--- src/rtl/pipe_pkg.sv ---
// ---------------------------------------------------------------------------
// pipe_pkg
// Shared types and constants for the pipeline-stage registers.
//   if_id_t      : payload carried from fetch to decode (pc, instr, fault)
//   NOP_INSTR    : bubble encoding presented when no entry is valid
//   skid_state_e : occupancy of a 2-entry skid buffer
// ---------------------------------------------------------------------------
package pipe_pkg;

  localparam int IF_ID_PC_W    = 64;
  localparam int IF_ID_INSTR_W = 32;

  // addi x0, x0, 0
  localparam logic [IF_ID_INSTR_W-1:0] NOP_INSTR = 32'h0000_0013;

  typedef struct packed {
    logic [IF_ID_PC_W-1:0]    pc;
    logic [IF_ID_INSTR_W-1:0] instr;
    logic                     fault;
  } if_id_t;

  typedef enum logic [1:0] {
    EMPTY = 2'd0,  // nothing held
    ONE   = 2'd1,  // main slot only
    FULL  = 2'd2   // main + skid slot
  } skid_state_e;

endpackage

--- src/rtl/pipe_skid_buf.sv ---
// ---------------------------------------------------------------------------
// pipe_skid_buf
// Generic 2-entry valid/ready skid buffer with flush. The main slot drives
// the output; the skid slot absorbs the one entry that can arrive in the
// cycle the consumer stalls. in_ready_o and out_valid_o come straight from
// flops, so neither side sees a combinational path from the other.
// Ports:
//   clk_i, reset_i   clock, synchronous active-high reset
//   flush_i          drop every held entry and any entry offered this cycle
//   in_valid_i/in_ready_o/in_data_i     upstream handshake and payload
//   out_valid_o/out_ready_i/out_data_o  downstream handshake and payload
// ---------------------------------------------------------------------------
module pipe_skid_buf
  import pipe_pkg::*;
#(
  parameter type T = logic
) (
  input  logic clk_i,
  input  logic reset_i,
  input  logic flush_i,
  input  logic in_valid_i,
  output logic in_ready_o,
  input  T     in_data_i,
  output logic out_valid_o,
  input  logic out_ready_i,
  output T     out_data_o
);

  skid_state_e state_q;
  T            main_q;
  T            skid_q;
  logic        in_ready_q;
  logic        out_valid_q;

  logic in_fire;
  logic out_fire;

  assign in_fire  = in_valid_i & in_ready_q;
  assign out_fire = out_valid_q & out_ready_i;

  // NOTE: all state here uses <= so every branch reads the pre-edge values;
  // a blocking assignment would let main_q<=skid_q see a half-updated skid.
  always_ff @(posedge clk_i) begin
    if (reset_i) begin
      state_q     <= EMPTY;
      // NOTE: the payload slots are reset too because pc_out must read 0
      // after reset; otherwise data-only storage would not need a reset.
      main_q      <= '0;
      skid_q      <= '0;
      in_ready_q  <= 1'b1;
      out_valid_q <= 1'b0;
    end else if (flush_i) begin
      // main_q keeps its contents so the bubble still shows the last pc.
      state_q     <= EMPTY;
      in_ready_q  <= 1'b1;
      out_valid_q <= 1'b0;
    end else begin
      unique case (state_q)
        EMPTY: begin
          if (in_fire) begin
            main_q      <= in_data_i;
            state_q     <= ONE;
            out_valid_q <= 1'b1;
          end
        end
        ONE: begin
          if (in_fire && out_fire) begin
            main_q <= in_data_i;
          end else if (out_fire) begin
            state_q     <= EMPTY;
            out_valid_q <= 1'b0;
          end else if (in_fire) begin
            // Consumer stalled while producer still sent: park in skid.
            skid_q     <= in_data_i;
            state_q    <= FULL;
            in_ready_q <= 1'b0;
          end
        end
        FULL: begin
          if (out_fire) begin
            main_q     <= skid_q;
            state_q    <= ONE;
            in_ready_q <= 1'b1;
          end
        end
        default: begin
          state_q     <= EMPTY;
          in_ready_q  <= 1'b1;
          out_valid_q <= 1'b0;
        end
      endcase
    end
  end

  assign in_ready_o  = in_ready_q;
  assign out_valid_o = out_valid_q;
  assign out_data_o  = main_q;

endmodule

--- src/rtl/if_id_skid_reg.sv ---
// ---------------------------------------------------------------------------
// if_id_skid_reg
// IF/ID pipeline register: a 2-entry skid buffer carrying {pc, instr, fault}
// from fetch to decode, plus bubble muxing so decode sees a NOP and no fault
// whenever nothing valid is presented.
// Ports:
//   clk, reset (sync, active-high), flush
//   in_valid, in_ready, pc_in, instruction_in, fault_in      from fetch
//   out_valid, out_ready, pc_out, instruction_out, fault_out to decode
// ---------------------------------------------------------------------------
module if_id_skid_reg #(
  parameter int                     DATA_WIDTH  = pipe_pkg::IF_ID_PC_W,
  parameter int                     INSTR_WIDTH = pipe_pkg::IF_ID_INSTR_W,
  parameter logic [INSTR_WIDTH-1:0] NOP_INSTR   = pipe_pkg::NOP_INSTR
) (
  input  logic                   clk,
  input  logic                   reset,
  input  logic                   flush,
  input  logic                   in_valid,
  output logic                   in_ready,
  input  logic [DATA_WIDTH-1:0]  pc_in,
  input  logic [INSTR_WIDTH-1:0] instruction_in,
  input  logic                   fault_in,
  output logic                   out_valid,
  input  logic                   out_ready,
  output logic [DATA_WIDTH-1:0]  pc_out,
  output logic [INSTR_WIDTH-1:0] instruction_out,
  output logic                   fault_out
);

  // Same layout as pipe_pkg::if_id_t, but sized by this instance's widths.
  typedef struct packed {
    logic [DATA_WIDTH-1:0]  pc;
    logic [INSTR_WIDTH-1:0] instr;
    logic                   fault;
  } entry_t;

  entry_t in_entry;
  entry_t out_entry;

  assign in_entry = '{pc: pc_in, instr: instruction_in, fault: fault_in};

  pipe_skid_buf #(
    .T (entry_t)
  ) u_skid (
    .clk_i       (clk),
    .reset_i     (reset),
    .flush_i     (flush),
    .in_valid_i  (in_valid),
    .in_ready_o  (in_ready),
    .in_data_i   (in_entry),
    .out_valid_o (out_valid),
    .out_ready_i (out_ready),
    .out_data_o  (out_entry)
  );

  // Bubble: pc keeps its last value, instruction and fault are neutralised.
  assign pc_out          = out_entry.pc;
  assign instruction_out = out_valid ? out_entry.instr : NOP_INSTR;
  assign fault_out       = out_valid & out_entry.fault;

endmodule

--- config.mk ---
export PLATFORM = sky130hd
export DESIGN_NAME = if_id_skid_reg
export DESIGN_NICKNAME = d
export VERILOG_FILES = /design/src/rtl/pipe_pkg.sv /design/src/rtl/pipe_skid_buf.sv /design/src/rtl/if_id_skid_reg.sv
export SDC_FILE = /design/constraint.sdc
export NUM_CORES = 1
export LEC_CHECK = 0
export ABC_AREA = 1
export BUFFER_PORTS_ARGS = -buffer_cell sky130_fd_sc_hd__buf_2
export CORE_UTILIZATION = 56
export CTS_CLUSTER_DIAMETER = 120
export CTS_CLUSTER_SIZE = 8
export DETAILED_ROUTE_END_ITERATION = 7
export HOLD_SLACK_MARGIN = 0.05
export PLACE_DENSITY_LB_ADDON = 0.15
export SLEW_MARGIN = 10
export SYNTH_ARGS = -nofsm -noshare
export SYNTH_HDL_FRONTEND = slang
export SYNTH_SLANG_ARGS = --single-unit
--- constraint.sdc ---
create_clock -name clk -period 1.9 [get_ports clk]
set_input_delay 0.19 -clock clk [delete_from_list [all_inputs] [get_ports clk]]
set_output_delay 0.19 -clock clk [all_outputs]
set_load 0.01 [all_outputs]
**After elaboration in Yosys (flattened, before gate mapping)**

Index checks and enable logic that the tools add are counted.
W data, S select, Z words.

- Output and inout bits: 99
- Input bits: 102
- Register bits: 198
- Word-level logic and storage cells: 56

- Reductions and logical operators: 9
- Equality and inequality tests: 10
- Muxes and demuxes: 20
- Bitwise gates (word level): 8

Operators by type and width:

| kind | number |
|---|---|
| $mux W97 | 3 |
| $pmux W97 S3 | 1 |
| $mux W32 | 1 |
| $reduce_and A5 Y1 | 3 |
| $mux W2 | 5 |
| $ne A2 B1 Y1 const B | 5 |
| $reduce_and A4 Y1 | 2 |
| $mux W1 | 7 |
| $pmux W1 S3 | 2 |
| $pmux W2 S3 | 1 |
| $not A1 Y1 | 5 |
| $ne A2 B2 Y1 const B | 2 |
| $and A1 B1 Y1 | 3 |
| $ne A3 B1 Y1 const B | 1 |
| $reduce_bool A3 Y1 | 1 |
| $eq A2 B1 Y1 const B | 1 |
| $eq A2 B2 Y1 const B | 1 |
| $logic_not A2 Y1 | 1 |
| $reduce_or A2 Y1 | 1 |
| $logic_and A1 B1 Y1 | 1 |

**Logic depth before layout (Yosys ltp)**

Gate-level depths: netlist (run 1).

- Word-level depth: 5
- Gate-level depth with buffers: 10
- Mapped depth without buffers: 8

**Modules after synthesis**

From an unflattened synthesis (run 1), not the netlist that was laid out.

- Cell total of the unflattened synthesis: 1492
- Area total of the unflattened synthesis: 9745.6 um^2

Modules (own cells, without submodules):

| module | sequential area each (um^2) | cells an instance | area each (um^2) | instances |
|---|---|---|---|---|
| pipe_skid_buf | 3963.8 | 1422 | 9419.0 | 1 |
| if_id_skid_reg | 0.0 | 70 | 326.6 | 1 |

**Least setup slack after synthesis (run 1)**

No wires, ideal clock.

- Path kind: register to register
- Start: register u_skid.out_valid_q, in the netlist u_skid.out_valid_o
- End: register u_skid.main_q (netlist bit u_skid.out_data_o[41])
- Path buffers: 3
- Library setup time: 0.115 ns
- Data required time: 1.785 ns
- Arrival: 1.377 ns
- Period minus slack after synthesis: 1.492 ns
- Setup slack: 0.408 ns
- Stages on the path, launching flop included: 11
- Path through: dfxtp_1 buf_4 nand2_1 nand3_1 nand2_1 inv_2 buf_2 buf_2 nand3_1 nand2_1 nor2_1

- Cells in the longest elaborated chain, start to end: 4
- Elaborated cells between the ends (all ways): 5
- Those cells by class: eq/ne: 2; bitwise: 1; reduce/logical: 2

Ends and longest elaborated chain:

| item | RTL line | RTL |
|---|---|---|
| from (decl) | pipe_skid_buf.sv:33 | `logic out_valid_q;` |
| from (signal assigned) | pipe_skid_buf.sv:51 | `out_valid_q <= 1'b0;` |
| from (signal assigned) | pipe_skid_buf.sv:56 | `out_valid_q <= 1'b0;` |
| from (signal assigned) | pipe_skid_buf.sv:63 | `out_valid_q <= 1'b1;` |
| $and A1 B1 Y1 (*) | pipe_skid_buf.sv:39 | `assign out_fire = out_valid_q & out_ready_i;` |
| $logic_and A1 B1 Y1 | pipe_skid_buf.sv:67 | `if (in_fire && out_fire) begin` |
| $ne A2 B1 Y1 (no source line) | -- |  |
| $reduce_and A5 Y1 (no source line) (*) | -- |  |
| to (signal assigned) | pipe_skid_buf.sv:61 | `main_q <= in_data_i;` |
| to (signal assigned) | pipe_skid_buf.sv:68 | `main_q <= in_data_i;` |
| to (signal assigned) | pipe_skid_buf.sv:81 | `main_q <= skid_q;` |
| to (decl) | pipe_skid_buf.sv:30 | `T main_q;` |

Mark *: on every way between the ends. The rest lies on a longest branch, timed or not.
A chain may end at the register's enable or synchronous reset.

**Worst setup path in the final report (run 1)**

- Start: register u_skid.out_valid_q, in the netlist u_skid.out_valid_o
- End: output port instruction_out[30]

- Cells in the longest elaborated chain, start to end: 1

Ends and longest elaborated chain:

| item | RTL line | RTL |
|---|---|---|
| $mux W32 | if_id_skid_reg.sv:59 | `assign instruction_out = out_valid ? out_entry.instr : NOP_INSTR;` |
| to (decl) | if_id_skid_reg.sv:27 | `output logic [INSTR_WIDTH-1:0] instruction_out,` |

Every way passes these cells.

==> flow_metrics.env, run 1 <==
export IMPL_avgSynthCellArea_um2=6.45
export IMPL_path_clk_slew_ns=0.06
export IMPL_synth_seq_cells=198
export IMPL_fin_ws_ns=0.232
export IMPL_cts_root_buf="clkbuf_16"
export IMPL_fin_area_um2=12300
export IMPL_synth_area_leader_cell="dfxtp_1"
export IMPL_ant_nets=0
export IMPL_drtIter0Drc=858
export IMPL_post_cts_buffers=0
export IMPL_synth_adder_area_share_pct=0
export IMPL_synth_seq_area_share_pct=39.3
export IMPL_clock_fmax_ghz=0.599
export IMPL_drtPass1Iterations=5
export IMPL_arrival_ns=1.48
export IMPL_rsz0062_at_grt="false"
export IMPL_synth_area_leaders="dfxtp_1 (39%), nand2_1 (16%), nand3_1 (15%)"
export IMPL_netlist_instances=1562
export IMPL_yosysMostFrequentCell="nand2_1"
export IMPL_tns_ns=0
export IMPL_power_leakage_uw=0.00608
export IMPL_yosys_warnings=0
export IMPL_crit_type="flip-flop to primary output"
export IMPL_die_y_um=136
export IMPL_grt_start_max_net_pins=99
export IMPL_fin_crit_sh_pct=87.8
export IMPL_place_gp_congestion=0.771
export IMPL_muxShareOfSynthArea_pct=0
export IMPL_synth_edf_count=0
export IMPL_final_nets=1803
export IMPL_ys_flop_type="dfxtp_1"
export IMPL_cts_buffers=17
export IMPL_vias=10300
export IMPL_synthToLayoutAreaGrowth_pct=21.6
export IMPL_synthSimpleGateAreaFrac_pct=35.0
export IMPL_worstMarginPinSlew_ns=1.12
export IMPL_dp_slack_ns=0.267
export IMPL_port_buffers=200
export IMPL_slew_headroom_pct=25.4
export IMPL_place_inst=1821
export IMPL_worstPathMaxFanout=37
export IMPL_synth_compound_area_share_pct=9.95
export IMPL_status="complete, no violations"
export IMPL_ys_async_sr_fraction_pct=0
export IMPL_cp_start_kind="flip-flop"
export IMPL_grt_usage_pct=28.8
export IMPL_synth_top_family_by_area="simple AND/OR/NAND/NOR gates"
export IMPL_synth_top_area_share_pct=39.3
export IMPL_chipWidth_um=136
export IMPL_cts_sinks=198
export IMPL_die_area_um2=18500
export IMPL_dp_hpwl_um=15100
export IMPL_place_area_um2=10700
export IMPL_htreeDepth=4
export IMPL_cts_buffer_depth=2
export IMPL_initial_core_util_pct=57.9
export IMPL_final_cells=1939
export IMPL_finalSetupViolations=0
export IMPL_grt_pass1_wl_um=43100
export IMPL_synth_commonest_cells="nand2_1 (435), nand3_1 (295), dfxtp_1 (198)"
export IMPL_drive_gt1_share_pct=15.4
export IMPL_num_rows=48
export IMPL_slew_violations=0
export IMPL_required_ns=1.71
export IMPL_final_hold_viol_count=0
export IMPL_ir_drop_mv=0.708
export IMPL_grt_remaining_overflow=0
export IMPL_pin_count=201
export IMPL_finalCriticalPeriod_ns=1.67
export IMPL_synth_xor_area_share_pct=0
export IMPL_routedWlPerCell_um=13.9
export IMPL_p_per_area_nw_per_um2=829
export IMPL_netlist_area_um2=10100
export IMPL_drc=0
export IMPL_routed_wl_um=27000
export IMPL_holdBufCountCts=86
export IMPL_via_per_inst=5.29
export IMPL_cts_tree="built"
export IMPL_synth_nets=1664
export IMPL_cts_repair_resized=0
export IMPL_grt_pass1_vias=9032
export IMPL_synth_lib_cells_used_distinct=16
export IMPL_clkLatencyLatePin_ns=0.43
export IMPL_worstHoldPathType="input pin to flip-flop"
export IMPL_fin_skew_ns=0.00841
export IMPL_antenna_found_initial=1
export IMPL_cap_viol_max_count=0
export IMPL_core_area_um2=17400
export IMPL_end_kind="primary output"
sequential cells by signal (all words and copies together), names as in the netlist:
signal	flops
u_skid.state_q	2
u_skid.skid_q	97
u_skid.out_valid_o	1
u_skid.out_data_o	97
u_skid.in_ready_o	1
kinds of logic after synthesis:
logic type	after synthesis
simple gates	835
buf+inv	329
compound gates	200
flops	198
report_power, final:
part,internal [µW],leakage [µW],switching [µW]
combinational,690,0.00416,1010
sequential,4370,0.00162,121
clock,2400,0.000307,1560
routing by layer:
metal	up-vias	global-route usage, %	share of wire, %
li1	5183	-	-
met3	38	4.92	6.1
met2	367	48.2	48
met4	0	9.88	2.0
met5	-	0	0
met1	4665	37.2	44
final timing paths:
path	end	start	depth (start not counted)	slack, ns
max	instruction_out[30]	u_skid.out_valid_o	4	0.23
min	u_skid.skid_q[13]	instruction_in[12]	3	0.06
max reg2reg	u_skid.out_data_o[81]	u_skid.state_q[0]	8	0.26
min reg2reg	u_skid.skid_q[30]	u_skid.skid_q[30]	2	0.46
cell usage in the layout (no fill, tap or decap), drive strengths merged, types with 23 or more instances in the layout:
cell type | synthesis | layout
a21oi | 197 | 197
buf | 144 | 228
clkbuf | 50 | 23
dfxtp | 198 | 198
dlygate4sd3 | 0 | 86
inv | 135 | 132
nand2 | 436 | 436
nand3 | 295 | 295
nor2 | 102 | 102
through the flow:
| step | util (%) | power (µW) | hold slack [ns] |
|---|---|---|---|
| after CTS | 70.3 | 10200 | 0.0502 |
| after floorplan | - | 5730 | 0.355 |
| final | 70.3 | 10200 | 0.0632 |
| after global routing | 70.3 | 10600 | 0.0566 |
| after global placement | 61.7 | 6110 | 0.448 |
| after detailed placement | 61.7 | 6130 | 0.453 |
area by class of cell:
cell class	count	area, µm²
inverters	135	515
fillers	1519	5170
diodes	1	2.50
clock inverters	8	171
flip-flops and latches	198	3970
repair buffers	314	2300
well taps	225	282
clock buffers	23	468
multi-input cells	1035	4540
worst max-delay path, stage by stage, from the launching register on:
cell     delay (ns)
dfxtp_1        0.33
buf_4          0.36
nand2_1        0.14
inv_1          0.10
buf_2          0.13
(Power assumes the default switching activity.)
==> inputs of run 2 (changes only) <==
GPL_TIMING_DRIVEN = 0   (was default)
PLACE_DENSITY = 0.8   (was default)
PLACE_DENSITY_LB_ADDON = default   (was 0.15)
==> run 2 against run 1 <==
Worst hold slack worse by 0.010 ns; die area stayed put; total power is 4.2% lower; first-iteration DRC count is 0.35% lower; non-clock buffer count is 144 higher; sequential share of layout area is 0.96 points lower; cell area is 3.0% higher; sequential power hardly changed; routed wire length is 6.6% higher; final cell count is 7.4% higher; critical path depth is 6 higher; largest cell class unchanged; highest routed layer unchanged.
==> flow_metrics.env, run 2 (synthesis gave the netlist of run 1 again) <==
export IMPL_status="complete, no violations"
export IMPL_final_common_cell="nand2_1"
export IMPL_worstMarginPinSlew_ns=0.634
export IMPL_drtPass1Iterations=6
export IMPL_final_hold_viol_count=0
export IMPL_die_y_um=136
export IMPL_place_gp_congestion=0.877
export IMPL_multi_input_area_um2=4530
export IMPL_vias=10800
export IMPL_grt_pass1_vias=9374
export IMPL_antenna_found_initial=1
export IMPL_tns_ns=0
export IMPL_clock_fmax_ghz=0.540
export IMPL_busiest_layer="met2"
export IMPL_p_per_area_nw_per_um2=771
export IMPL_synthToLayoutAreaGrowth_pct=25.2
export IMPL_ir_drop_mv=0.657
export IMPL_regArea_um2=3960
export IMPL_cts_buffers=17
export IMPL_cts_sinks=198
export IMPL_place_area_um2=11400
export IMPL_cp_start_kind="flip-flop"
export IMPL_grt_use_met3_pct=3.88
export IMPL_grt_pass1_wl_um=45100
export IMPL_end_kind="flip-flop"
export IMPL_worstHoldPathType="input pin to flip-flop"
export IMPL_routedWlPerCell_um=13.8
export IMPL_core_area_um2=17400
export IMPL_finalSetupViolations=0
export IMPL_drtIter0Drc=855
export IMPL_rsz0062_at_grt="true"
export IMPL_fin_skew_ns=0.00740
export IMPL_max_stage_delay_ns=0.35
export IMPL_grtUsageMet1_pct=42.0
export IMPL_fin_area_um2=12600
export IMPL_clkLatencyLatePin_ns=0.44
export IMPL_worstPathMaxFanout=10
export IMPL_initial_core_util_pct=57.9
export IMPL_final_cell_mix="nand2_1 (434), nand3_1 (295), buf_2 (253)"
export IMPL_cts_buffer_depth=2
export IMPL_worstPathCellList="buf_4 > nand2_1 > nand3_1 > nand2_1 > inv_2 > buf_4 > clkbuf_4 > nand3_1 > nand2_1 > nor2_1"
export IMPL_chipWidth_um=136
export IMPL_cts_tree="built"
export IMPL_arrival_ns=2.18
export IMPL_grt_util_met2_pct=48.9
export IMPL_p_int_uw=6960
export IMPL_crit_type="flip-flop to flip-flop"
export IMPL_swShare_pct=28.5
export IMPL_grt_remaining_overflow=0
export IMPL_power_leakage_uw=0.00646
export IMPL_fin_crit_sh_pct=97.4
export IMPL_port_buffers=199
export IMPL_p_clk_share_pct=34.3
export IMPL_crit_buf_inv=4
export IMPL_finalCriticalPeriod_ns=1.85
export IMPL_p_comb_share_pct=19.5
export IMPL_num_rows=48
export IMPL_grt_start_max_net_pins=17
export IMPL_via_per_inst=5.17
export IMPL_path_common_cell="nand2_1"
export IMPL_netSwitchingPower_uw=2770
export IMPL_path_clk_slew_ns=0.07
export IMPL_pin_count=201
export IMPL_slew_violations=0
export IMPL_drc=0
export IMPL_ant_nets=0
export IMPL_cts_root_buf="clkbuf_16"
export IMPL_final_nets=1947
export IMPL_slew_headroom_pct=57.7
export IMPL_critical_path_slowest_cell="dfxtp_1"
export IMPL_die_area_um2=18500
export IMPL_routed_wl_um=28800
export IMPL_cap_viol_max_count=0
export IMPL_seqPwrFrac_pct=46.2
export IMPL_required_ns=2.23
export IMPL_htreeDepth=4
export IMPL_grt_usage_pct=30.9
export IMPL_nFillCells=1482
export IMPL_dp_hpwl_um=19500
export IMPL_critical_path_top_delay_family="buffers and inverters"
export IMPL_drive_gt1_share_pct=20.7
## run 2: cell type report
type,instances,area share (%)
Clock buffer,24,3.82
Sequential cell,198,31.4
Buffer,194,9.04
Tap cell,225,2.23
Clock inverter,7,0.377
Multi-Input combinational cell,1035,35.9
Antenna cell,1,0.0198
Timing Repair Buffer,264,13.1
Inverter,135,4.04
## run 2: final timing paths
check / cells after the start / start / end / slack [ns]
hold reg to reg: 2 / u_skid.skid_q[7] / u_skid.skid_q[7] / 0.46
setup / recovery: 10 / u_skid.out_valid_o / u_skid.out_data_o[33] / 0.05
hold / removal: 3 / pc_in[61] / u_skid.skid_q[94] / 0.05
setup reg to reg: 10 / u_skid.out_valid_o / u_skid.out_data_o[33] / 0.05
## run 2: per-layer routing
layer / share of wire (%) / up-vias
met1: 44 / 4757
met2: 46 / 471
met4: 3.2 / 0
met3: 6.4 / 73
li1: - / 5464
met5: 0 / -
## run 2: worst reg2reg max path: stages, from the launching register on
cell and delay (ns):
dfxtp_1 0.35, buf_4 0.20, nand2_1 0.12, nand3_1 0.15, nand2_1 0.10, inv_2 0.13, buf_4 0.22, clkbuf_4 0.24
nand3_1 0.13, nand2_1 0.08, nor2_1 0.04
## run 2: metrics by stage
stage	setup WS, ns	power [µW]	utilization [%]	cells	hold WS (ns)
after global routing	-0.0405	10100	72.4	2083	0.0566
final	0.0490	9730	72.4	2083	0.0532
after CTS	0.0209	9690	72.0	2081	0.0501
after detailed placement	-0.0656	6320	65.2	1986	0.453
after floorplan	0.408	5730	-	1562	0.355
after global placement	-0.0570	6280	65.2	1986	0.448
## run 2: power by group through the flow
| stage | sequential [µW] | combinational [µW] | clock, µW |
|---|---|---|---|
| 2_1_floorplan | 4550 | 1180 | 0 |
| 3_3_place_gp | 4570 | 1710 | 0 |
| 3_5_place_dp | 4580 | 1740 | 0 |
| 4_1_cts | 4490 | 1850 | 3350 |
| 5_1_grt | 4520 | 2090 | 3520 |
| 6_report | 4490 | 1900 | 3340 |
## run 2: what timing repair did
item	4_1_cts	5_1_grt
hold buffers	64	0
hold endpoints to repair	64	0
pin swaps	0	1
resized for setup	4	33
endpoints found under the setup margin	34	84
buffers inserted	0	1
